`src/rtl/motion_pkg.sv`:
```
// Shared defaults, widths and FSM state type for the motion bounding-box tracker.
package motion_pkg;

  localparam int unsigned HActiveDef = 640;
  localparam int unsigned VActiveDef = 480;
  localparam int unsigned XWidth     = 10;
  localparam int unsigned YWidth     = 9;
  localparam int unsigned CntWidth   = 19;

  typedef enum logic [1:0] {
    StIdle,
    StAccum,
    StPublish
  } state_e;

endpackage

```
`src/rtl/pixel_coord_counter.sv`:
```
// Raster x/y position of the pixel currently presented, with wrap and last-pixel flag.
module pixel_coord_counter #(
  parameter int unsigned H_ACTIVE = 640,
  parameter int unsigned V_ACTIVE = 480,
  parameter int unsigned X_WIDTH  = 10,
  parameter int unsigned Y_WIDTH  = 9
) (
  input  logic               clk,
  input  logic               reset,
  input  logic               clear_i,
  input  logic               advance_i,
  output logic [X_WIDTH-1:0] x_o,
  output logic [Y_WIDTH-1:0] y_o,
  output logic               last_o
);

  localparam logic [X_WIDTH-1:0] XLast = X_WIDTH'(H_ACTIVE - 1);
  localparam logic [Y_WIDTH-1:0] YLast = Y_WIDTH'(V_ACTIVE - 1);

  logic [X_WIDTH-1:0] x_q, x_d;
  logic [Y_WIDTH-1:0] y_q, y_d;

  always_comb begin
    x_d = x_q;
    y_d = y_q;
    if (clear_i) begin
      x_d = '0;
      y_d = '0;
    end else if (advance_i) begin
      if (x_q == XLast) begin
        x_d = '0;
        y_d = (y_q == YLast) ? '0 : y_q + 1'b1;
      end else begin
        x_d = x_q + 1'b1;
      end
    end
  end

  always_ff @(posedge clk) begin
    if (reset) begin
      x_q <= '0;
      y_q <= '0;
    end else begin
      x_q <= x_d;
      y_q <= y_d;
    end
  end

  assign x_o    = x_q;
  assign y_o    = y_q;
  assign last_o = (x_q == XLast) && (y_q == YLast);

endmodule

```
`src/rtl/motion_bbox.sv`:
```
// Accumulates the bounding box and count of motion pixels per frame and publishes them once
// per complete frame.
module motion_bbox
  import motion_pkg::*;
#(
  parameter int unsigned INPUT_WIDTH = 10,
  parameter int unsigned H_ACTIVE    = HActiveDef,
  parameter int unsigned V_ACTIVE    = VActiveDef,
  parameter int unsigned X_WIDTH     = XWidth,
  parameter int unsigned Y_WIDTH     = YWidth,
  parameter int unsigned CNT_WIDTH   = CntWidth
) (
  input  logic                   clk,
  input  logic                   reset,
  input  logic                   frame_start,
  input  logic                   is_not_blank,
  input  logic [INPUT_WIDTH-1:0] delta_frame,
  input  logic [CNT_WIDTH-1:0]   min_pixels,
  output logic [X_WIDTH-1:0]     bbox_x_min,
  output logic [X_WIDTH-1:0]     bbox_x_max,
  output logic [Y_WIDTH-1:0]     bbox_y_min,
  output logic [Y_WIDTH-1:0]     bbox_y_max,
  output logic [CNT_WIDTH-1:0]   pixel_count,
  output logic                   object_found,
  output logic                   bbox_valid
);

  state_e state_q, state_d;
  logic   pix_valid_q;

  logic [X_WIDTH-1:0]   x_cur;
  logic [Y_WIDTH-1:0]   y_cur;
  logic                 last_flag;

  logic [X_WIDTH-1:0]   acc_x_min_q, acc_x_min_d, acc_x_max_q, acc_x_max_d;
  logic [Y_WIDTH-1:0]   acc_y_min_q, acc_y_min_d, acc_y_max_q, acc_y_max_d;
  logic [CNT_WIDTH-1:0] acc_cnt_q, acc_cnt_d;

  logic [X_WIDTH-1:0]   out_x_min_q, out_x_min_d, out_x_max_q, out_x_max_d;
  logic [Y_WIDTH-1:0]   out_y_min_q, out_y_min_d, out_y_max_q, out_y_max_d;
  logic [CNT_WIDTH-1:0] out_cnt_q, out_cnt_d;
  logic                 out_found_q, out_found_d, out_valid_q, out_valid_d;

  logic take, motion, last_pix, found;

  // frame_start wins over everything, including a coincident last pixel.
  assign take     = (state_q == StAccum) && pix_valid_q && !frame_start;
  assign motion   = take && (delta_frame != '0);
  assign last_pix = take && last_flag;

  pixel_coord_counter #(
    .H_ACTIVE (H_ACTIVE),
    .V_ACTIVE (V_ACTIVE),
    .X_WIDTH  (X_WIDTH),
    .Y_WIDTH  (Y_WIDTH)
  ) u_coord (
    .clk       (clk),
    .reset     (reset),
    .clear_i   (frame_start),
    .advance_i (take),
    .x_o       (x_cur),
    .y_o       (y_cur),
    .last_o    (last_flag)
  );

  always_comb begin
    state_d = state_q;
    unique case (state_q)
      StIdle:    state_d = StIdle;
      StAccum:   if (last_pix) state_d = StPublish;
      StPublish: state_d = StIdle;
      default:   state_d = StIdle;
    endcase
    if (frame_start) state_d = StAccum;
  end

  always_comb begin
    acc_x_min_d = acc_x_min_q;
    acc_x_max_d = acc_x_max_q;
    acc_y_min_d = acc_y_min_q;
    acc_y_max_d = acc_y_max_q;
    acc_cnt_d   = acc_cnt_q;
    if (frame_start) begin
      acc_x_min_d = '1;
      acc_x_max_d = '0;
      acc_y_min_d = '1;
      acc_y_max_d = '0;
      acc_cnt_d   = '0;
    end else if (motion) begin
      if (x_cur < acc_x_min_q) acc_x_min_d = x_cur;
      if (x_cur > acc_x_max_q) acc_x_max_d = x_cur;
      if (y_cur < acc_y_min_q) acc_y_min_d = y_cur;
      if (y_cur > acc_y_max_q) acc_y_max_d = y_cur;
      if (acc_cnt_q != '1)     acc_cnt_d   = acc_cnt_q + 1'b1;
    end
  end

  // Results are captured on the edge that samples the last pixel, so they are visible
  // together with bbox_valid throughout the PUBLISH cycle.
  assign found = (acc_cnt_d != '0) && (acc_cnt_d >= min_pixels);

  always_comb begin
    out_x_min_d = out_x_min_q;
    out_x_max_d = out_x_max_q;
    out_y_min_d = out_y_min_q;
    out_y_max_d = out_y_max_q;
    out_cnt_d   = out_cnt_q;
    out_found_d = out_found_q;
    out_valid_d = 1'b0;
    if (last_pix) begin
      out_x_min_d = found ? acc_x_min_d : '0;
      out_x_max_d = found ? acc_x_max_d : '0;
      out_y_min_d = found ? acc_y_min_d : '0;
      out_y_max_d = found ? acc_y_max_d : '0;
      out_cnt_d   = acc_cnt_d;
      out_found_d = found;
      out_valid_d = 1'b1;
    end
  end

  always_ff @(posedge clk) begin
    if (reset) begin
      state_q     <= StIdle;
      pix_valid_q <= 1'b0;
      acc_x_min_q <= '1;
      acc_x_max_q <= '0;
      acc_y_min_q <= '1;
      acc_y_max_q <= '0;
      acc_cnt_q   <= '0;
      out_x_min_q <= '0;
      out_x_max_q <= '0;
      out_y_min_q <= '0;
      out_y_max_q <= '0;
      out_cnt_q   <= '0;
      out_found_q <= 1'b0;
      out_valid_q <= 1'b0;
    end else begin
      state_q     <= state_d;
      pix_valid_q <= is_not_blank;
      acc_x_min_q <= acc_x_min_d;
      acc_x_max_q <= acc_x_max_d;
      acc_y_min_q <= acc_y_min_d;
      acc_y_max_q <= acc_y_max_d;
      acc_cnt_q   <= acc_cnt_d;
      out_x_min_q <= out_x_min_d;
      out_x_max_q <= out_x_max_d;
      out_y_min_q <= out_y_min_d;
      out_y_max_q <= out_y_max_d;
      out_cnt_q   <= out_cnt_d;
      out_found_q <= out_found_d;
      out_valid_q <= out_valid_d;
    end
  end

  assign bbox_x_min   = out_x_min_q;
  assign bbox_x_max   = out_x_max_q;
  assign bbox_y_min   = out_y_min_q;
  assign bbox_y_max   = out_y_max_q;
  assign pixel_count  = out_cnt_q;
  assign object_found = out_found_q;
  assign bbox_valid   = out_valid_q;

endmodule

```
`config.mk`:
```
export PLATFORM = sky130hd
export DESIGN_NAME = motion_bbox
export DESIGN_NICKNAME = d
export VERILOG_FILES = /design/src/rtl/motion_pkg.sv /design/src/rtl/pixel_coord_counter.sv /design/src/rtl/motion_bbox.sv
export SDC_FILE = /design/constraint.sdc
export NUM_CORES = 1
export LEC_CHECK = 0
export CORE_UTILIZATION = 35
export DETAILED_ROUTE_END_ITERATION = 8
export GPL_TIMING_DRIVEN = 0
export HOLD_SLACK_MARGIN = 0.06
export MAX_ROUTING_LAYER = met4
export PLACE_DENSITY = 0.58
export RECOVER_POWER = 25
export SLEW_MARGIN = 20
export SYNTH_ARGS = -nofsm -noshare
export SYNTH_HDL_FRONTEND = slang
export SYNTH_SLANG_ARGS = --single-unit
```
`constraint.sdc`:
```
create_clock -name clk -period 12.46 [get_ports clk]
set_input_delay 2.492 -clock clk [delete_from_list [all_inputs] [get_ports clk]]
set_output_delay 2.492 -clock clk [all_outputs]
set_load 0.005 [all_outputs]
```
==> results_dict.tcl <==
set metrics [dict create \
    status "finished clean" \
    min-delay-start "bbox_x_max[3]" \
    slew_headroom_pct 29.3 \
    critPathMaxFanout 10 \
    die_w_um 143 \
    grt_max_degree 17 \
    holdWs_ns 0.445 \
    die_h_um 143 \
    areaGrowthSynthToFinish_pct 26.6 \
    final_util_pct 45.4 \
    worstSkewPairLatency_ns 0.43 \
    antenna_found_initial 0 \
    cts_buffers 17 \
    peakVddDrop_v 0.0000941 \
    vias 6048 \
    path_cells "clkdlybuf4s50_1, nand4bb_1, a31o_2, buf_2, a2111oi_0, mux2_2, ha_1, a21o_1, a21o_1, a21oi_1, nor2_1, a311o_1, and3_1, o211ai_2, buf_6, buf_6, nand2_1" \
    reg2reg_depth 18 \
    diodes 0 \
    root_buffer "clkbuf_16" \
    first_global_vias 5783 \
    p_leak_nw 3.98 \
    cts.clk_slew.worst_paths_ns 0.06 \
    max_freq_mhz 147 \
    yosysSeqAreaShare_pct 39.5 \
    clockBufferDepth 2 \
    synthFlopType "dfxtp_1" \
    place_hpwl_um 13600 \
    htree_levels 4 \
    cap_viol_max_count 0 \
    synth_cells 834 \
    place_congestion 0.843 \
    top_layer_used "met4" \
    synthArstFlopShare_pct 0 \
    postSynthAreaPerCell_um2 8.39 \
    grt_overflow 0 \
    layout.nets 1035 \
    fin_crit_sh_pct 54.7 \
    regToRegSetupSlack_ns 8.00 \
    portBuffers 91 \
    synth_edf_count 0 \
    wl_per_cell_um 14.9 \
    min_to "bbox_x_max[3]" \
    r2r-start "acc_cnt_q[0]" \
    drt-total-wl_um 18200 \
    end_kind "flop" \
    initial_utilization_pct 35.9 \
    tightest_slew_ns 1.04 \
    max_stage_delay_ns 0.62 \
    place_ws_ns 5.20 \
    total_power_mw 1.01 \
    yosysUniqueCellTypes 56 \
    placed_area_um2 8250 \
    fin_skew_ns 0.0128 \
    cts_tree "done" \
    route.detailed.drc 0 \
    ios 92 \
    met3WireLength_um 744 \
    cp.required_ns 12.77 \
    min_period_ns 6.81 \
    yosysMostFrequentCell "dfxtp_1" \
    cts.sinks 138 \
    vias_per_cell 4.95 \
    ys_seq_elements 138 \
    design_area_um2 8870 \
    critPathBufInv 4 \
    postCtsSetupRepairBufs 0 \
    hold_depth 2 \
    start_kind "input pin" \
    die_area_um2 20600 \
    first_pass_iters 5 \
    met1_length_um 8740 \
    synth_top_cells_by_count "138 x dfxtp_1, 125 x nand2_1, 73 x nor2_1" \
    drt-initial-drc-count 533 \
    grt_pass1_wl_um 29700 \
    syn-cell-area_um2 7000 \
    final_max_slew_viol_count 0 \
    dpl.cell_count 1190 \
    cts_resized 0 \
    yosysWarnings 0 \
    ant_nets 0 \
    cp_slowest_cell "a2111oi_0" \
    cts_hold_buf 0 \
    min_path_type "reg2reg" \
    crit_family "compound AO/OA/AOI/OAI gates" \
    num_rows 51 \
    arrival_ns 7.12 \
    fillers 2006 \
    setup.worst_path.class "in2reg" \
    synth_top_area_share_pct 39.5 \
    track_usage_pct 19.5 \
    synth.area.top_cells "dfxtp_1 39%, ha_1 10%, nand2_1 6.7%, mux2i_1 4.6%, nor2_1 3.9%" \
    hold_viol_final 0 \
    final_cells 1222 \
    synth_top_area_cell "dfxtp_1" \
    routed-wl-met2_um 8470 \
    synth_nets 925 \
    core_um2 19500 \
    setup_violations 0 \
    r2r-end "object_found" \
    setup_ws_ns 5.65 \
    powerDensity_nw_per_um2 114 \
    rsz0062_at_grt "no" \
    setup_tns_ns 0 \
    drive_gt1_share_pct 7.31 \
]
## flip-flops by register name, indices dropped and copies added (netlist names), 10 cells and up
signal and cells:
bbox_x_max 10, acc_x_max_q 10, u_coord.x_o 10, pixel_count 19
acc_cnt_q 19, bbox_x_min 10, acc_x_min_q 10
## placed cells by master, fill, tap and decap left out, types with 6 or more instances in the layout
cell type        instances
dlygate4sd3_1           49
inv_1                   70
o21ai_0                 45
clkbuf_1                25
nand3_1                 15
a21oi_1                 52
and2_1                  14
xor2_1                   8
or3_1                   12
clkbuf_16               17
o21ai_2                  9
nand2_1                125
clkdlybuf4s50_1         42
and3_1                   8
nor3_1                  14
dfxtp_1                138
a2111oi_0                6
nor2b_1                  8
xnor2_1                 19
mux2i_1                 32
a21o_1                  14
ha_1                    58
nor2_1                  73
nand4_1                 18
## kinds of logic after synthesis
kind of cell / share of synthesized area, %
compound gates: 14.0
xor+xnor: 3.38
fa+ha+maj: 10.4
buf+inv: 5.93
flops: 39.5
mux: 5.38
simple gates: 21.5
## cell type report
cell class	count	area (um^2)	share of cell area [%]
Clock inverter	15	191	2.16
Sequential cell	138	2760	31.2
Clock buffer	17	425	4.80
Multi-Input combinational cell	591	3830	43.2
Timing Repair Buffer	91	911	10.3
Buffer	35	153	1.72
Tap cell	265	332	3.74
Inverter	70	263	2.96
## where the power goes
| group | internal, mW | switching, mW | total (mW) |
|---|---|---|---|
| sequential | 0.442 | 0.000749 | 0.443 |
| combinational | 0.0159 | 0.0229 | 0.0388 |
| clock | 0.319 | 0.211 | 0.530 |
## worst max-delay path by stage
stage / startpoint / to / slack, ns / cells after the start
2_1_floorplan: frame_start / bbox_y_max[0] / 6.62 / 16
3_3_place_gp: frame_start / bbox_y_max[3] / 5.25 / 16
3_5_place_dp: frame_start / object_found / 5.20 / 16
4_1_cts: frame_start / object_found / 5.63 / 17
5_1_grt: frame_start / bbox_x_min[5] / 5.32 / 16
6_report: frame_start / object_found / 5.65 / 17
## routing by layer
metal / GRT usage (%) / up-vias
met5: - / -
met4: 6.44 / 0
met3: 3.33 / 22
met2: 30.6 / 126
met1: 25.2 / 2813
li1: - / 3087
## worst min-delay path, delay by kind of cell, from the launching register on
| family | cells | cell delay (ns) |
|---|---|---|
| simple gates | 1 | 0.04 |
| compound gates | 1 | 0.05 |
| flops | 1 | 0.32 |
No activity file was read; power rests on OpenSTA's default activity.
